File: config.mk
export PLATFORM = sky130hd
export DESIGN_NAME = cursor_overlay
export DESIGN_NICKNAME = d
export VERILOG_FILES = /design/src/rtl/cursor_overlay_pkg.sv /design/src/rtl/cursor_overlay_blink_timer.sv /design/src/rtl/cursor_overlay.sv
export SDC_FILE = /design/constraint.sdc
export NUM_CORES = 1
export LEC_CHECK = 0
export CAP_MARGIN = 0
export CORE_MARGIN = 1
export CORE_UTILIZATION = 41
export CTS_CLUSTER_DIAMETER = 30
export DETAILED_ROUTE_END_ITERATION = 8
export DONT_BUFFER_PORTS = 1
export PLACE_DENSITY_LB_ADDON = 0.15
export SLEW_MARGIN = 30
export SYNTH_ARGS = -nofsm -noshare
export SYNTH_HDL_FRONTEND = slang
export SYNTH_HIERARCHICAL = 1
export SYNTH_SLANG_ARGS = --single-unit
File: constraint.sdc
create_clock -name clk -period 3.6 [get_ports clk]
set_input_delay 0.18 -clock clk [delete_from_list [all_inputs] [get_ports clk]]
set_output_delay 0.18 -clock clk [all_outputs]
set_load 0.01 [all_outputs]
File: src/rtl/cursor_overlay_pkg.sv
// Shared definitions for the cursor overlay: host register map, register
// reset defaults and the colour nibble bit order used on fgIn/bgIn.
package cursor_overlay_pkg;

  // Host register addresses
  localparam logic [1:0] CUR_ADDR_COL  = 2'd0;
  localparam logic [1:0] CUR_ADDR_ROW  = 2'd1;
  localparam logic [1:0] CUR_ADDR_CTRL = 2'd2;
  localparam logic [1:0] CUR_ADDR_END  = 2'd3;

  // Reset defaults that do not depend on the cell height
  localparam logic [6:0] CUR_DEF_COL = 7'd0;
  localparam logic [4:0] CUR_DEF_ROW = 5'd0;
  localparam logic       CUR_DEF_EN  = 1'b1;

  // Colour nibble bit order {R,G,B,I}
  localparam int CLR_R = 3;
  localparam int CLR_G = 2;
  localparam int CLR_B = 1;
  localparam int CLR_I = 0;

  // One complete set of cursor position/shape registers
  typedef struct packed {
    logic [6:0] col;
    logic [4:0] row;
    logic       en;
    logic [3:0] startLine;
    logic [3:0] endLine;
  } cursorRegs_t;

  // Default register set: an underline on the last two scanlines of the cell
  function automatic cursorRegs_t cursorDefaults(input int charH);
    cursorRegs_t r;
    r.col       = CUR_DEF_COL;
    r.row       = CUR_DEF_ROW;
    r.en        = CUR_DEF_EN;
    r.startLine = 4'(charH - 2);
    r.endLine   = 4'(charH - 1);
    return r;
  endfunction

endpackage

File: src/rtl/cursor_overlay_blink_timer.sv
// Blink timer for the cursor overlay: counts frames and toggles blinkOn
// every BLINK_FRAMES frames. Only instanced when CURSOR_BLINK_EN is defined.
module blink_timer #(
  parameter int BLINK_FRAMES = 16
) (
  input  logic clk,
  input  logic nrst,
  input  logic frameTick,
  output logic blinkOn
);

  localparam int CW = (BLINK_FRAMES > 1) ? $clog2(BLINK_FRAMES) : 1;

  logic [CW-1:0] frameCount;

  // Count frames 0..BLINK_FRAMES-1 and flip the blink phase on each wrap
  always_ff @(posedge clk or negedge nrst) begin
    if (!nrst) begin
      frameCount <= '0;
      blinkOn    <= 1'b1;
    end else if (frameTick) begin
      if (frameCount == CW'(BLINK_FRAMES - 1)) begin
        frameCount <= '0;
        blinkOn    <= ~blinkOn;
      end else begin
        frameCount <= frameCount + 1'b1;
      end
    end
  end

endmodule

File: src/rtl/cursor_overlay.sv
// Hardware text cursor overlay between pixgen and vga_output.
// Tracks the character cell from nVis/vSync timing, holds host-written
// cursor registers (shadowed, applied at frame start) and inverts the glyph
// pixel inside the cursor cell. All pass-through signals are delayed 1 clk.
// Build option: define CURSOR_BLINK_EN to make the cursor blink; otherwise
// the cursor is steady.
module cursor_overlay
  import cursor_overlay_pkg::*;
#(
  parameter int   COLS         = 80,
  parameter int   ROWS         = 30,
  parameter int   CHAR_W       = 8,
  parameter int   CHAR_H       = 16,
  parameter int   BLINK_FRAMES = 16,
  parameter logic VSYNC_ACTIVE = 1'b0
) (
  input  logic       clk,
  input  logic       nrst,
  input  logic       pixelIn,
  input  logic [3:0] fgIn,
  input  logic [3:0] bgIn,
  input  logic       nVisIn,
  input  logic       hSyncIn,
  input  logic       vSyncIn,
  input  logic       curWr,
  input  logic [1:0] curAddr,
  input  logic [7:0] curWrData,
  output logic       pixelOut,
  output logic [3:0] fgOut,
  output logic [3:0] bgOut,
  output logic       nVisOut,
  output logic       hSyncOut,
  output logic       vSyncOut
);

  localparam int          PW         = (CHAR_W > 1) ? $clog2(CHAR_W) : 1;
  localparam cursorRegs_t RESET_REGS = cursorDefaults(CHAR_H);

  cursorRegs_t   shadowRegs;
  cursorRegs_t   liveRegs;
  logic [PW-1:0] pxInCell;
  logic [6:0]    charCol;
  logic [3:0]    lineInCell;
  logic [4:0]    charRow;
  logic          frameStart;
  logic          lineEnd;
  logic          blinkOn;
  logic          hit;

  // The registered copies of vSyncIn/nVisIn double as the previous samples
  assign frameStart = (vSyncIn == VSYNC_ACTIVE) && (vSyncOut != VSYNC_ACTIVE);
  assign lineEnd    = nVisIn && !nVisOut;

`ifdef CURSOR_BLINK_EN
  blink_timer #(
    .BLINK_FRAMES(BLINK_FRAMES)
  ) uBlinkTimer (
    .clk      (clk),
    .nrst     (nrst),
    .frameTick(frameStart),
    .blinkOn  (blinkOn)
  );
`else
  // Steady cursor; the comparison only keeps BLINK_FRAMES referenced in this build
  assign blinkOn = (BLINK_FRAMES >= 0) || 1'b1;
`endif

  // Host writes land in the shadow set; unused data bits are dropped
  always_ff @(posedge clk or negedge nrst) begin
    if (!nrst) begin
      shadowRegs <= RESET_REGS;
    end else if (curWr) begin
      case (curAddr)
        CUR_ADDR_COL:  shadowRegs.col <= curWrData[6:0];
        CUR_ADDR_ROW:  shadowRegs.row <= curWrData[4:0];
        CUR_ADDR_CTRL: begin
          shadowRegs.en        <= curWrData[7];
          shadowRegs.startLine <= curWrData[3:0];
        end
        default:       shadowRegs.endLine <= curWrData[3:0];
      endcase
    end
  end

  // Live set only changes at frame start so the cursor never tears mid-frame
  always_ff @(posedge clk or negedge nrst) begin
    if (!nrst) begin
      liveRegs <= RESET_REGS;
    end else if (frameStart) begin
      liveRegs <= shadowRegs;
    end
  end

  // Horizontal cell position, cleared whenever the pixel is not visible
  always_ff @(posedge clk or negedge nrst) begin
    if (!nrst) begin
      pxInCell <= '0;
      charCol  <= '0;
    end else if (nVisIn) begin
      pxInCell <= '0;
      charCol  <= '0;
    end else if (pxInCell == PW'(CHAR_W - 1)) begin
      pxInCell <= '0;
      charCol  <= charCol + 7'd1;
    end else begin
      pxInCell <= pxInCell + 1'b1;
    end
  end

  // Vertical cell position: advance per visible line, restart at frame start
  always_ff @(posedge clk or negedge nrst) begin
    if (!nrst) begin
      lineInCell <= '0;
      charRow    <= '0;
    end else if (frameStart) begin
      lineInCell <= '0;
      charRow    <= '0;
    end else if (lineEnd) begin
      if (lineInCell == 4'(CHAR_H - 1)) begin
        lineInCell <= '0;
        if (charRow < 5'(ROWS)) begin
          charRow <= charRow + 5'd1;
        end
      end else begin
        lineInCell <= lineInCell + 4'd1;
      end
    end
  end

  // Cursor hit for the pixel currently on the input
  always_comb begin
    hit = 1'b0;
    if (!nVisIn && liveRegs.en && blinkOn &&
        (liveRegs.col < 7'(COLS)) && (liveRegs.row < 5'(ROWS)) &&
        (charCol == liveRegs.col) && (charRow == liveRegs.row) &&
        (liveRegs.startLine <= lineInCell) && (lineInCell <= liveRegs.endLine)) begin
      hit = 1'b1;
    end
  end

  // Output stage: one register on every path keeps colour, pixel and sync aligned
  always_ff @(posedge clk or negedge nrst) begin
    if (!nrst) begin
      pixelOut <= 1'b0;
      fgOut    <= 4'd0;
      bgOut    <= 4'd0;
      nVisOut  <= 1'b1;
      hSyncOut <= 1'b1;
      vSyncOut <= ~VSYNC_ACTIVE;
    end else begin
      pixelOut <= pixelIn ^ hit;
      fgOut    <= fgIn;
      bgOut    <= bgIn;
      nVisOut  <= nVisIn;
      hSyncOut <= hSyncIn;
      vSyncOut <= vSyncIn;
    end
  end

endmodule
# Word level (Yosys, flattened, before mapping)
# Index checks and enable logic that the tools add are counted.
classes:
  n_addsub: 4
  n_lt_le_gt_ge: 5
  eq_ne: 6
  n_mux: 12
  n_bitwise: 3
  n_reduce_logical: 22
op_table:
  columns: ["operator", "n"]
  rows:
  - ["5-bit two-way mux", 4]
  - ["7-bit two-way mux", 2]
  - ["4-bit two-way mux", 3]
  - ["5-bit < comparator (second input constant)", 2]
  - ["1-bit logical AND", 9]
  - ["4-bit less-or-equal comparator", 2]
  - ["2-bit AND reduction", 4]
  - ["2-bit nonzero test", 4]
  - ["7-bit by 1-bit adder with 7-bit output (second input constant)", 1]
  - ["7-bit equality test", 1]
  - ["7-bit < comparator (second input constant)", 1]
  - ["3-bit two-way mux", 2]
  - ["5-bit by 1-bit adder with 5-bit output (second input constant)", 1]
  - ["5-bit equality test", 1]
  - ["4-bit by 1-bit adder with 4-bit output (second input constant)", 1]
  - ["4-bit equality test (second input constant)", 1]
  - ["3-bit by 1-bit adder with 3-bit output (second input constant)", 1]
  - ["3-bit equality test (second input constant)", 1]
  - ["3-bit AND reduction", 1]
  - ["3-bit OR reduction", 1]
  - ["2-bit by 1-bit equality test with 1-bit output (second input constant)", 1]
  - ["2-bit equality test (second input constant)", 1]
  - ["1-bit zero test", 2]
  - ["2-bit zero test", 1]
  - ["other kinds (3)", 4]
word_totals:
  register_bits: 73
  inputBits: 25
  output_inout_bits: 12
  wordCells: 72

# Logic depth before layout (Yosys ltp)
logic_depth:
  depth_word: 10
  depth_mapped: 7

# Worst setup path after synthesis
# No wires, ideal clock.
synth_timing:
  kind: "flip-flop to flip-flop"
  startpoint: "register vSyncOut"
  endpoint: "register liveRegs[10] in the netlist's numbering"
  setup_ns: 0.125
  t_arrival_ns: 1.490
  t_required_ns: 3.475
  slack_ns: 1.985
  path_stages_with_launch: 5
  n_path_buf: 2
  synth_period_minus_slack_ns: 1.615
  cell_sequence: "dfstp_2 -> nor2b_1 -> clkbuf_1 -> buf_2 -> mux2_2"
synth_via:
  elab_chain_len: 1
synth_rtl:
  columns: ["element", "line", "source"]
  rows:
  - ["start, declared", "cursor_overlay.sv:33", "output logic vSyncOut"]
  - ["start signal, assigned", "cursor_overlay.sv:149", "vSyncOut <= ~VSYNC_ACTIVE;"]
  - ["start signal, assigned", "cursor_overlay.sv:156", "vSyncOut <= vSyncIn;"]
  - ["1-bit logical AND", "cursor_overlay.sv:51", "assign frameStart = (vSyncIn == VSYNC_ACTIVE) && (vSyncOut != VSYNC_ACTIVE);"]
  - ["end signal, assigned", "cursor_overlay.sv:90", "liveRegs <= shadowRegs;"]
  - ["end, declared", "cursor_overlay.sv:40", "cursorRegs_t liveRegs;"]
# No other way between the ends.
# A chain may end at the register's enable or synchronous reset.

# Final worst setup path
layout_timing:
  startpoint: "register vSyncOut"
  endpoint: "register charRow[4]"
layout_via:
  elab_chain_len: 3
  elab_cells_between_ends: 6
layout_rtl:
  columns: ["element", "line", "source"]
  rows:
  - ["1-bit logical AND (*)", "cursor_overlay.sv:51", null]
  - ["2-bit nonzero test (no line)", null, null]
  - ["3-bit AND reduction (no line)", null, null]
  - ["end signal, assigned", "cursor_overlay.sv:122", "charRow <= charRow + 5'd1;"]
  - ["end, declared", "cursor_overlay.sv:44", "logic [4:0] charRow;"]
# Every way passes the cells marked *; elsewhere a longest branch is shown, timed or not.

==> metrics <==
status=completed; Starting Density=43.0%; first-pass GRT wire length=9.56 mm; DP HPWL=3.66 mm; Core ar.=7330 um^2; CP Cell Sequence=nor2b_2 -> buf_4 -> a31o_2 -> nand4_1 -> xor2_1 -> nor2_1; Rel. slew slack=54.3%; Worst R2R Setup Slack=1.78 ns; drt wl/cell=15.3 um; Clock Tree Buf Depth=2; 1st-iter DRT viols=99; fillers=632; insertion delay to the later sink of the worst-skew pair=0.35 ns; RePlAce Congestion=0.760; # IOs=37; Post-Syn Instances=241; Worst Hold Depth=3; CTS tree=yes; crit share post-route=50.6%; chip width=89.6 um; pwr dens=560 nW/um^2; FF+latch count, synth=73; largest cells by area after synthesis=dfrtp_1 (43%), dfstp_2 (16%), mux2_2 (14%); Worst-path clk slew=0.08 ns; RSZ-0062 raised after global routing=false; Layout Skew=0.00943 ns; initial antenna violation count=0; CTS Buf Count=9; CTS resizes=0; Area Growth Syn to Fin=17.3%; Reg-to-Reg End=charRow[4]$_DFFE_PN0P_; Compound-Gate Fraction of Synth Area=4.57%; Power, Total=0.00207 W; Tmin final=1.82 ns; Buf/Inv on CP=1; Post-Synth Adder-Cell Area=5.16%; vias in the first global route=1934; slowest stage delay, CP=0.56 ns; max-cap viol count=0; Total Routing Usage GR=16.5%; largest net degree at the start of global routing=74; Crit. End Element=flop; Avg Cell Area, Syn=13.1 um^2; vias per cell=5.03; antenna-violating nets left=0; vias=1876; Critical path origin=vSyncOut$_DFF_PN1_; Synth area leader=dfrtp_1; Post-Syn Nets=279; cell with the most instances after synthesis=dfrtp_1; ys async rst share=100%; most frequent cells after synthesis=dfrtp_1 (54), mux2_2 (39), dfstp_2 (19); xor/xnor share of the synthesized area=5.56%; Antenna Cells=0; share of layout cells above drive strength 1=29.9%; Final Hold Viols=0; Seq/Total Area, Yosys=58.8%; Simple-Gate Fraction of Synth Area=9.54%; Post CTS Setup Buffer Count=0; worst-case reg-to-reg path depth=6; Worst Setup Path Type=flop to flop; Worst setup SP type=flop; hold_sp=nVisIn; Crit-path slowest cell=dfstp_2; Worst Path Arrival=2.04 ns; Mapped Area=3150 um^2; area share of the largest cell type after synthesis=42.9%; Post-synth EDFFs=0; worst-margin pin slew=0.683 ns; Worst VDD drop=0.000297 V; DIE AREA=8040 um^2; Rows=31; Setup-failing EPs final=0; Congestion Overflow GR=0; Worst Path Required=3.82 ns; Setup TNS Final=0 ns; ys flop type=dfrtp_1; post-synthesis mux area share=14.3%; main combinational cell family by area after synthesis=multiplexers; hold endpoint=lineInCell[1]$_DFFE_PN0P_; Slew Viols, Final=0; cts hold-fix bufs=22; H-Tree Depth=3; fmax=549 MHz; fin nets=307; die span in y=89.6 um; root buffer cell=clkbuf_8; DRT Wirelength=5.69 mm; CP Max Fanout=35; clock sink count=73; worst min-delay path category=input port to flop; drt first pass iters=4; total number of yosys warnings=6; Distinct cells, synth=31; Largest delay share family, worst path=flip-flops; # DRC=0; Worst R2R Start=vSyncOut$_DFF_PN1_; I/O Buffers=0; leakage=1.58 nW
## area by class of cell
class | count | area, um^2 | share of cell area [%]
Clock buffer | 9 | 124 | 3.35
Clock inverter | 7 | 76.3 | 2.07
Inverter | 11 | 41.3 | 1.12
Multi-Input combinational cell | 151 | 1230 | 33.4
Sequential cell | 73 | 1850 | 50.1
Tap cell | 99 | 124 | 3.35
Timing Repair Buffer | 23 | 245 | 6.64
## tightest hold or removal path, cell delays in order
cell	delay (ns)
nand2b_1	0.07
nand2_1	0.07
a21oi_1	0.06
## state kept, by name, indices dropped and copies added (netlist names), 3 cells and up
name and flops:
bgOut 4, charCol 7, charRow 5, fgOut 4, lineInCell 4, liveRegs 21, pxInCell 3, shadowRegs 21
## where the power goes
group	switching [W]	total (W)	internal (W)
logic	0.000142	0.000324	0.000182
clock network	0.000329	0.000655	0.000326
registers	0.000106	0.00109	0.000985
total	0.000576	0.00207	0.00149
## how the worst max path moves through the flow
stage	end	depth (start not counted)
after floorplan	liveRegs[10]$_DFFE_PN0P_	4
after detailed placement	charRow[0]$_DFFE_PN0P_	4
after global routing	charRow[4]$_DFFE_PN0P_	6
after CTS	charRow[4]$_DFFE_PN0P_	6
after global placement	charRow[0]$_DFFE_PN0P_	4
final	charRow[4]$_DFFE_PN0P_	6
## placed cells by master, fill, tap and decap left out, types with 3 or more instances in the layout
master / n
mux2_2: 39
nand3b_1: 3
dfstp_2: 19
nand2_1: 14
dfrtp_1: 54
o21ai_0: 10
a21oi_1: 10
xnor2_1: 5
nor2_1: 12
inv_6: 3
nand4_1: 8
xor2_1: 15
inv_1: 11
ha_1: 13
dlygate4sd3_1: 21
clkbuf_8: 9
## kinds of logic (layout without fill, tap and decap cells)
kind of cell | count (synthesis) | after routing
AND/OR/NAND/NOR | 54 | 54
adder cells (fa/ha/maj) | 13 | 13
buffers and inverters | 17 | 50
multiplexers | 40 | 40
XOR/XNOR | 20 | 20
flip-flops | 73 | 73
AO/OA/AOI/OAI | 24 | 24
## through the flow
step / utilization, % / hold slack (ns) / std cells / area (um^2) / setup WS (ns)
floorplan: - / -0.116 / 241 / 3150 / 1.98
global placement: 44.4 / -0.114 / 335 / 3260 / 1.87
detailed placement: 44.4 / -0.115 / 335 / 3260 / 1.85
CTS: 50.4 / 0.0522 / 373 / 3690 / 1.77
global route: 50.4 / 0.0775 / 373 / 3690 / 1.67
finish: 50.4 / 0.0734 / 373 / 3690 / 1.78
## metal layers
layer  vias up  wire length (um)  track usage, %
met3         8               152            3.75
met4         0                87            8.37
li1        896                 -               -
met5         -                 0               0
met2        30              2620            23.8
met1       942              2830            23.5
No activity file was read; power rests on OpenSTA's default activity.
